==> src/rtl/dcm_multi_axis_ctrl.sv <==
// rtl/dcm_multi_axis_ctrl.sv - N-channel DC-motor position/speed controller (optional stall detect: STALL_DETECT_EN)
module dcm_multi_axis_ctrl #(
   parameter int NUM_CH       = 8,
   parameter int CH_AW        = 3,
   parameter int POS_W        = 24,
   parameter int PWM_W        = 8,
   parameter int BRAKE_CYCLES = 1024,
   parameter int STALL_CYCLES = 2000000
) (
   input  logic              clk,
   input  logic              reset,
   input  logic              wr_en,
   input  logic [CH_AW+1:0]  wr_addr,
   input  logic [POS_W-1:0]  wr_data,
   input  logic [CH_AW-1:0]  rd_ch,
   output logic [POS_W-1:0]  rd_pos,
   output logic [4:0]        rd_status,
   output logic [NUM_CH-1:0] busy,
   output logic [NUM_CH-1:0] motor_left,
   output logic [NUM_CH-1:0] motor_right,
   output logic [NUM_CH-1:0] motor_reset,
   input  logic [NUM_CH-1:0] motor_pulse,
   input  logic [NUM_CH-1:0] motor_fault,
   input  logic [NUM_CH-1:0] motor_otw
);

   localparam int NSLOT = 2 ** CH_AW;
   localparam int BRK_W = $clog2(BRAKE_CYCLES + 1);

   typedef enum logic [2:0] {
      IDLE    = 3'd0,
      RUN_FWD = 3'd1,
      RUN_REV = 3'd2,
      BRAKE   = 3'd3,
      FAULT   = 3'd4
   } state_t;

   logic [NUM_CH-1:0] pulse_s1, pulse_s2, pulse_s3;
   logic [NUM_CH-1:0] fault_s1, fault_sync;
   logic [NUM_CH-1:0] otw_s1, otw_sync;
   logic [PWM_W-1:0]  pwm_cnt;
   logic [CH_AW-1:0]  wr_ch;
   logic [1:0]        wr_reg;

   // Readback slots are padded to the full address space so rd_ch never indexes past the end
   logic [POS_W-1:0]  pos_arr   [NSLOT];
   logic [2:0]        state_arr [NSLOT];
   logic [NSLOT-1:0]  stall_vec;
   logic [NSLOT-1:0]  otw_vec;

   assign wr_ch  = wr_addr[CH_AW+1:2];
   assign wr_reg = wr_addr[1:0];

   // Two-flop synchronisers for the asynchronous driver pins, third pulse flop for edge detect
   always_ff @(posedge clk or negedge reset) begin
      if (!reset) begin
         pulse_s1   <= '0;
         pulse_s2   <= '0;
         pulse_s3   <= '0;
         fault_s1   <= '0;
         fault_sync <= '0;
         otw_s1     <= '0;
         otw_sync   <= '0;
      end else begin
         pulse_s1   <= motor_pulse;
         pulse_s2   <= pulse_s1;
         pulse_s3   <= pulse_s2;
         fault_s1   <= motor_fault;
         fault_sync <= fault_s1;
         otw_s1     <= motor_otw;
         otw_sync   <= otw_s1;
      end
   end

   // Shared free-running PWM counter
   always_ff @(posedge clk or negedge reset) begin
      if (!reset) pwm_cnt <= '0;
      else        pwm_cnt <= pwm_cnt + PWM_W'(1);
   end

   for (genvar c = 0; c < NUM_CH; c++) begin : g_ch
      state_t             state, state_nxt;
      logic [PWM_W-1:0]   speed;
      logic [POS_W-1:0]   target;
      logic [POS_W-1:0]   pos;
      logic               enable;
      logic               dir;
      logic [BRK_W-1:0]   brk_cnt;
      logic               wr_hit, wr_ctrl, clr_fault, zero_pos;
      logic               pulse_evt, phase, stall_hit, stall_flag;
      logic [PWM_W-1:0]   duty;
      logic               drv_l, drv_r, drv_rst, drv_busy;

      assign wr_hit    = wr_en && (wr_ch == CH_AW'(c));
      assign wr_ctrl   = wr_hit && (wr_reg == 2'd2);
      assign clr_fault = wr_ctrl && wr_data[1];
      assign zero_pos  = wr_ctrl && wr_data[2];
      assign pulse_evt = pulse_s2[c] & ~pulse_s3[c];
      assign duty      = otw_sync[c] ? (speed >> 1) : speed;
      assign phase     = (pwm_cnt < duty);

`ifdef STALL_DETECT_EN
      localparam int STL_W = $clog2(STALL_CYCLES + 1);
      logic [STL_W-1:0] stall_cnt;
      logic             running;

      assign running   = (state == RUN_FWD) || (state == RUN_REV);
      assign stall_hit = running && !pulse_evt && (stall_cnt == STL_W'(STALL_CYCLES - 1));

      // Clocks since the last pulse while driving; restarts on any pulse or state change
      always_ff @(posedge clk or negedge reset) begin
         if (!reset) begin
            stall_cnt  <= '0;
            stall_flag <= 1'b0;
         end else begin
            if (pulse_evt || (state_nxt != state) || !running) stall_cnt <= '0;
            else                                               stall_cnt <= stall_cnt + STL_W'(1);
            if (stall_hit && !fault_sync[c])                   stall_flag <= 1'b1;
            else if (wr_ctrl && (wr_data[1] || wr_data[2]))    stall_flag <= 1'b0;
         end
      end
`else
      assign stall_hit  = 1'b0;
      assign stall_flag = 1'b0;
`endif

      // Channel registers, position counter and direction latch
      always_ff @(posedge clk or negedge reset) begin
         if (!reset) begin
            speed  <= '0;
            target <= '0;
            enable <= 1'b0;
            pos    <= '0;
            dir    <= 1'b0;
         end else begin
            if (wr_hit) begin
               case (wr_reg)
                  2'd0:    speed  <= wr_data[PWM_W-1:0];
                  2'd1:    target <= wr_data;
                  2'd2:    enable <= wr_data[0];
                  default: ;
               endcase
            end
            // Zeroing wins over a coincident pulse, which is dropped
            if (zero_pos)       pos <= '0;
            else if (pulse_evt) pos <= dir ? pos - POS_W'(1) : pos + POS_W'(1);
            if (state == IDLE && state_nxt == RUN_FWD)      dir <= 1'b0;
            else if (state == IDLE && state_nxt == RUN_REV) dir <= 1'b1;
         end
      end

      // State register and brake timer
      always_ff @(posedge clk or negedge reset) begin
         if (!reset) begin
            state   <= IDLE;
            brk_cnt <= '0;
         end else begin
            state   <= state_nxt;
            brk_cnt <= (state == BRAKE) ? brk_cnt + BRK_W'(1) : '0;
         end
      end

      // Next state and H-bridge drive; a synced fault overrides everything
      always_comb begin
         state_nxt = state;
         drv_l     = 1'b0;
         drv_r     = 1'b0;
         drv_rst   = 1'b0;
         drv_busy  = 1'b0;
         case (state)
            IDLE: begin
               if (enable && (pos != target))
                  state_nxt = ($signed(target) > $signed(pos)) ? RUN_FWD : RUN_REV;
            end
            RUN_FWD: begin
               drv_l    = phase;
               drv_busy = 1'b1;
               if (stall_hit)                                      state_nxt = FAULT;
               else if (!enable || $signed(pos) >= $signed(target)) state_nxt = BRAKE;
            end
            RUN_REV: begin
               drv_r    = phase;
               drv_busy = 1'b1;
               if (stall_hit)                                      state_nxt = FAULT;
               else if (!enable || $signed(pos) <= $signed(target)) state_nxt = BRAKE;
            end
            BRAKE: begin
               drv_l    = 1'b1;
               drv_r    = 1'b1;
               drv_busy = 1'b1;
               if (brk_cnt == BRK_W'(BRAKE_CYCLES - 1)) state_nxt = IDLE;
            end
            FAULT: begin
               drv_rst = 1'b1;
               if (clr_fault) state_nxt = IDLE;
            end
            default: state_nxt = IDLE;
         endcase
         if (fault_sync[c]) state_nxt = FAULT;
      end

      assign motor_left[c]  = drv_l;
      assign motor_right[c] = drv_r;
      assign motor_reset[c] = drv_rst;
      assign busy[c]        = drv_busy;
      assign pos_arr[c]     = pos;
      assign state_arr[c]   = state;
      assign stall_vec[c]   = stall_flag;
      assign otw_vec[c]     = otw_sync[c];
   end

   for (genvar c = NUM_CH; c < NSLOT; c++) begin : g_pad
      assign pos_arr[c]   = '0;
      assign state_arr[c] = '0;
      assign stall_vec[c] = 1'b0;
      assign otw_vec[c]   = 1'b0;
   end

   assign rd_pos    = pos_arr[rd_ch];
   assign rd_status = {otw_vec[rd_ch], stall_vec[rd_ch], state_arr[rd_ch]};

endmodule

==> config.mk <==
export PLATFORM = sky130hd
export DESIGN_NAME = dcm_multi_axis_ctrl
export DESIGN_NICKNAME = d
export VERILOG_FILES = /design/src/rtl/dcm_multi_axis_ctrl.sv
export SDC_FILE = /design/constraint.sdc
export NUM_CORES = 2
export LEC_CHECK = 0
export ABC_AREA = 1
export BUFFER_PORTS_ARGS = -buffer_cell sky130_fd_sc_hd__buf_2
export CORE_UTILIZATION = 50
export CTS_CLUSTER_DIAMETER = 120
export DETAILED_ROUTE_END_ITERATION = 8
export PLACE_DENSITY_LB_ADDON = 0.12
export SETUP_SLACK_MARGIN = 0.05
export SKIP_CTS_REPAIR_TIMING = 1
export SLEW_MARGIN = 15
export SYNTH_ARGS = -nofsm -noshare
export SYNTH_HDL_FRONTEND = slang
export SYNTH_SLANG_ARGS = --single-unit
==> constraint.sdc <==
create_clock -name clk -period 2.7 [get_ports clk]
set_input_delay 0.135 -clock clk [delete_from_list [all_inputs] [get_ports clk]]
set_output_delay 0.135 -clock clk [all_outputs]
set_load 0.05 [all_outputs]
==> report_table.html <==
<table>
<tr><th>Metric</th><th>Value</th></tr>
<tr><th colspan="2">Synth</th></tr>
<tr><td>Number of warnings printed during yosys synthesis</td><td>0</td></tr>
<tr><td>Most used DFF post-synth</td><td>sky130_fd_sc_hd__dfrtp_1</td></tr>
<tr><td>Seq/Total Area, Yosys</td><td>37.3%</td></tr>
<tr><td>Seq cells post-synth</td><td>640</td></tr>
<tr><td>Post-synth net total</td><td>6364</td></tr>
<tr><td>Netlist area before placement</td><td>0.0430 sq mm</td></tr>
<tr><td>Count of flip-flops with a built-in enable after synthesis</td><td>0</td></tr>
<tr><td>Number of distinct library cell variants in the gate-level netlist after synthesis</td><td>52</td></tr>
<tr><td>Post-Synthesis Cells</td><td>5864</td></tr>
<tr><td>Async set-reset flop share out of synthesis</td><td>100%</td></tr>
<tr><td>Synth Area per Inst</td><td>7.33 sq um</td></tr>
<tr><th colspan="2">Routing</th></tr>
<tr><td>Final ANT Viol Nets</td><td>0</td></tr>
<tr><td>Via count of the routed design</td><td>39944</td></tr>
<tr><td>Post-route DRC</td><td>0</td></tr>
<tr><td>Count of routing violations after the opening detailed-route iteration</td><td>3413</td></tr>
<tr><td>Number of optimization iterations in the first detailed-route pass</td><td>6</td></tr>
<tr><td>Final wirelength</td><td>136 mm</td></tr>
<tr><td>Ratio of routed vias to standard cells</td><td>5.49</td></tr>
<tr><td>Post-DR wirelength/cell</td><td>18.7 um</td></tr>
<tr><th colspan="2">Place</th></tr>
<tr><td>Dpl hpwl</td><td>101 mm</td></tr>
<tr><td>Final weighted congestion in routability-driven placement</td><td>1.00</td></tr>
<tr><td>Number of buffers inserted by port buffering</td><td>118</td></tr>
<tr><th colspan="2">Worst setup path</th></tr>
<tr><td>Cell repeated most along the worst path</td><td>sky130_fd_sc_hd__nand2_1</td></tr>
<tr><td>Worst-path fanout max</td><td>8</td></tr>
<tr><td>Number of buffer and inverter stages on the critical path</td><td>4</td></tr>
<tr><td>Critical path start-end classification</td><td>flip-flop to output pin</td></tr>
<tr><td>Critical Path Source</td><td>otw_sync[7]</td></tr>
<tr><td>Setup crit end kind</td><td>output pin</td></tr>
<tr><td>Nature of the critical path startpoint</td><td>flip-flop</td></tr>
<tr><td>Required time of the critical path</td><td>2.57 ns</td></tr>
<tr><td>Stage delay of the slowest cell on the critical path</td><td>0.45 ns</td></tr>
<tr><td>Data arrival time of the worst path</td><td>2.60 ns</td></tr>
<tr><td>Launching point of the worst reg2reg path</td><td>g_ch[1].dir</td></tr>
<tr><td>Highest-delay cell along the critical path</td><td>sky130_fd_sc_hd__dfrtp_2</td></tr>
<tr><td>Chain of cells forming the critical path</td><td>clkinvlp_4 &gt; buf_4 &gt; nand2_1 &gt; ha_1 &gt; nand2_1 &gt; inv_1 &gt; nand4_1 &gt; o211ai_1 &gt; o21ai_1 &gt; buf_6</td></tr>
<tr><td>Kind of cell adding the most delay to the critical path</td><td>buffers and inverters</td></tr>
<tr><th colspan="2">STA</th></tr>
<tr><td>Final setup violation count</td><td>5</td></tr>
<tr><td>Final number of max-transition violations</td><td>0</td></tr>
<tr><td>Headroom to the max-slew limit</td><td>36.1%</td></tr>
<tr><td>Period utilisation layout</td><td>101%</td></tr>
<tr><td>Actual slew at the worst max-slew pin</td><td>0.957 ns</td></tr>
<tr><td>Final critical delay including setup and external delays</td><td>2.74 ns</td></tr>
<tr><td>Hold slack</td><td>-0.0188 ns</td></tr>
<tr><td>Worst setup skew after layout</td><td>0.0178 ns</td></tr>
<tr><td>RSZ-0062 raised after global routing</td><td>true</td></tr>
<tr><td>Fmax</td><td>0.366 GHz</td></tr>
<tr><td>Final number of hold-violating endpoints</td><td>20</td></tr>
<tr><td>Worst setup margin</td><td>-0.0359 ns</td></tr>
<tr><th colspan="2">Floorplan</th></tr>
<tr><td>Initial Util</td><td>50.5%</td></tr>
<tr><td>Area of the die</td><td>0.0871 sq mm</td></tr>
<tr><td>Number of rows created at floorplan</td><td>107</td></tr>
<tr><td>Number of top-level design ports</td><td>120</td></tr>
<tr><td>Die H</td><td>295 um</td></tr>
<tr><td>Total core area</td><td>0.0851 sq mm</td></tr>
<tr><td>Die width</td><td>295 um</td></tr>
<tr><th colspan="2">Run status</th></tr>
<tr><td>Outcome</td><td>finished with violations</td></tr>
<tr><td>Failing checks</td><td>negative hold slack, negative setup slack</td></tr>
<tr><th colspan="2">Power and ir drop</th></tr>
<tr><td>Overall Power</td><td>27.9 mW</td></tr>
<tr><td>Worst IR drop on VDD</td><td>561 uV</td></tr>
<tr><td>Pwr Density</td><td>571 mW/mm^2</td></tr>
<tr><td>Leakage</td><td>24.8 nW</td></tr>
<tr><th colspan="2">Clocking</th></tr>
<tr><td>Total number of H-tree levels</td><td>3</td></tr>
<tr><td>Reg clk slew, reported paths</td><td>0.06 ns</td></tr>
<tr><td>TritonCTS buffer count</td><td>77</td></tr>
<tr><td>CTS root buf</td><td>sky130_fd_sc_hd__clkbuf_16</td></tr>
<tr><td>Clock sink count</td><td>640</td></tr>
<tr><td>Clock tree from TritonCTS</td><td>done</td></tr>
<tr><td>Maximum clock insertion buffer count</td><td>3</td></tr>
<tr><td>Latest clock arrival within the worst-skew pair</td><td>0.65 ns</td></tr>
<tr><th colspan="2">Flow run</th></tr>
<tr><td>Total of max-cap violations</td><td>0</td></tr>
<tr><th colspan="2">Layout</th></tr>
<tr><td>Proportion of layout cells with a drive suffix above 1</td><td>7.82%</td></tr>
<tr><td>Synth-to-layout area growth</td><td>13.7%</td></tr>
<tr><td>Total Nets Final</td><td>6559</td></tr>
<tr><td>Final core area utilization</td><td>57.4%</td></tr>
<tr><th colspan="2">Global routing</th></tr>
<tr><td>Overall Global Routing Usage</td><td>31.2%</td></tr>
<tr><td>Via count of the first global-routing pass</td><td>37255</td></tr>
<tr><td>Pin count of the biggest net entering global routing</td><td>112</td></tr>
<tr><td>Initial antenna violation count</td><td>13</td></tr>
<tr><td>Total grt overflow</td><td>0</td></tr>
<tr><td>Wire length of the first global-routing pass</td><td>210 mm</td></tr>
<tr><th colspan="2">Hold path</th></tr>
<tr><td>Type of the most critical hold path</td><td>input pin to asynchronous set/reset pin</td></tr>
</table>
-- layout by cell type, fill, tap and decap left out, types with 32 or more instances in the layout --
cell,count
sky130_fd_sc_hd__nand2_1,1429
sky130_fd_sc_hd__inv_1,740
sky130_fd_sc_hd__o21ai_0,733
sky130_fd_sc_hd__dfrtp_1,624
sky130_fd_sc_hd__nor2_1,522
sky130_fd_sc_hd__a21oi_1,471
sky130_fd_sc_hd__ha_1,433
sky130_fd_sc_hd__nand3_1,184
sky130_fd_sc_hd__buf_4,122
sky130_fd_sc_hd__buf_2,83
sky130_fd_sc_hd__clkbuf_16,78
sky130_fd_sc_hd__nand4_1,70
sky130_fd_sc_hd__nor3_1,53
sky130_fd_sc_hd__o21ai_1,50
sky130_fd_sc_hd__a21o_1,41
sky130_fd_sc_hd__o22ai_1,36
sky130_fd_sc_hd__o21bai_1,32
sky130_fd_sc_hd__buf_12,32
-- power breakdown --
group	internal, mW	switching, mW
clock network	6.38	4.48
registers	10.6	0.872
logic	2.04	3.53
total	19.0	8.89
-- cell families after synthesis --
logic type               synth area share (%)
AND/OR/NAND/NOR                          21.8
AO/OA/AOI/OAI                            18.6
buffers and inverters                    8.47
flip-flops                               37.3
adder cells (fa/ha/maj)                  13.0
XOR/XNOR                                0.530
multiplexers                            0.349
other                                 0.00872
-- per-layer routing --
metal	share of wire, %	vias up	global-route usage, %
met3	7.4	255	5.65
met5	0.0073	-	0
met1	44	18658	42.5
met2	45	1178	49.4
li1	-	19851	-
met4	4.1	2	11.9
-- area by class of cell --
type / instances / area, sq um
inverter: 760 / 2870
fill: 8264 / 36300
sequential: 640 / 16000
clock buffer: 112 / 2280
clock inverter: 30 / 363
multi-input combinational: 4299 / 23400
antenna: 5 / 12.5
timing repair buffer: 281 / 2440
tap: 1144 / 1430
-- flip-flops by register name, summed over array words and instances, names as in the netlist, 24 cells and up --
signal / count
g_ch.pos: 192
g_ch.target: 192
g_ch.brk_cnt: 88
g_ch.speed: 64
g_ch.state: 24
-- worst register-to-register path, cell delays in order, from the launching register on --
cell and delay [ns]:
sky130_fd_sc_hd__dfrtp_1 0.43, sky130_fd_sc_hd__buf_12 0.19, sky130_fd_sc_hd__fa_1 0.39, sky130_fd_sc_hd__nand2_1 0.10, sky130_fd_sc_hd__nand2_1 0.06, sky130_fd_sc_hd__nand2_1 0.05
sky130_fd_sc_hd__nand2_1 0.07, sky130_fd_sc_hd__a21boi_1 0.34, sky130_fd_sc_hd__o21ai_0 0.29, sky130_fd_sc_hd__a21o_1 0.24, sky130_fd_sc_hd__o21ai_0 0.15, sky130_fd_sc_hd__nand2_1 0.07
-- per-stage QoR --
step / area [sq um] / setup slack, ns / setup TNS [ns] / cells
floorplan: 43000 / 0.488 / 0 / 5864
finish: 48900 / -0.0359 / -0.0976 / 7271
global route: 48900 / -0.179 / -1.38 / 7267
CTS: 48200 / -0.439 / -4.53 / 7216
global placement: 45500 / 0.0181 / 0 / 7074
detailed placement: 45500 / 0.128 / 0 / 7074
-- synth_stat cells (36+ instances only) --
master	number	area share, %
sky130_fd_sc_hd__a21o_1	41	0.72
sky130_fd_sc_hd__a21oi_1	481	5.6
sky130_fd_sc_hd__clkbuf_1	88	0.77
sky130_fd_sc_hd__dfrtp_1	640	37
sky130_fd_sc_hd__ha_1	433	13
sky130_fd_sc_hd__inv_1	749	6.5
sky130_fd_sc_hd__nand2_1	1432	13
sky130_fd_sc_hd__nand3_1	184	2.1
sky130_fd_sc_hd__nand4_1	70	1.0
sky130_fd_sc_hd__nor2_1	527	4.6
sky130_fd_sc_hd__nor3_1	53	0.62
sky130_fd_sc_hd__o21ai_0	765	8.9
sky130_fd_sc_hd__o22ai_1	36	0.52
-- path summary, 6_finish.rpt --
check / to / cells after the start / slack (ns)
setup / recovery: motor_left[7] / 10 / -0.04
hold / removal: g_ch[7].brk_cnt[0] / 2 / -0.02
setup reg to reg: g_ch[1].pos[18] / 11 / 0.21
hold reg to reg: pulse_s2[7] / 0 / 0.35
max in group asynchronous: g_ch[3].pos[21] / 3 / 1.72
min in group clk: g_ch[4].enable / 5 / 0.01
No activity file was read; power rests on OpenSTA's default activity.
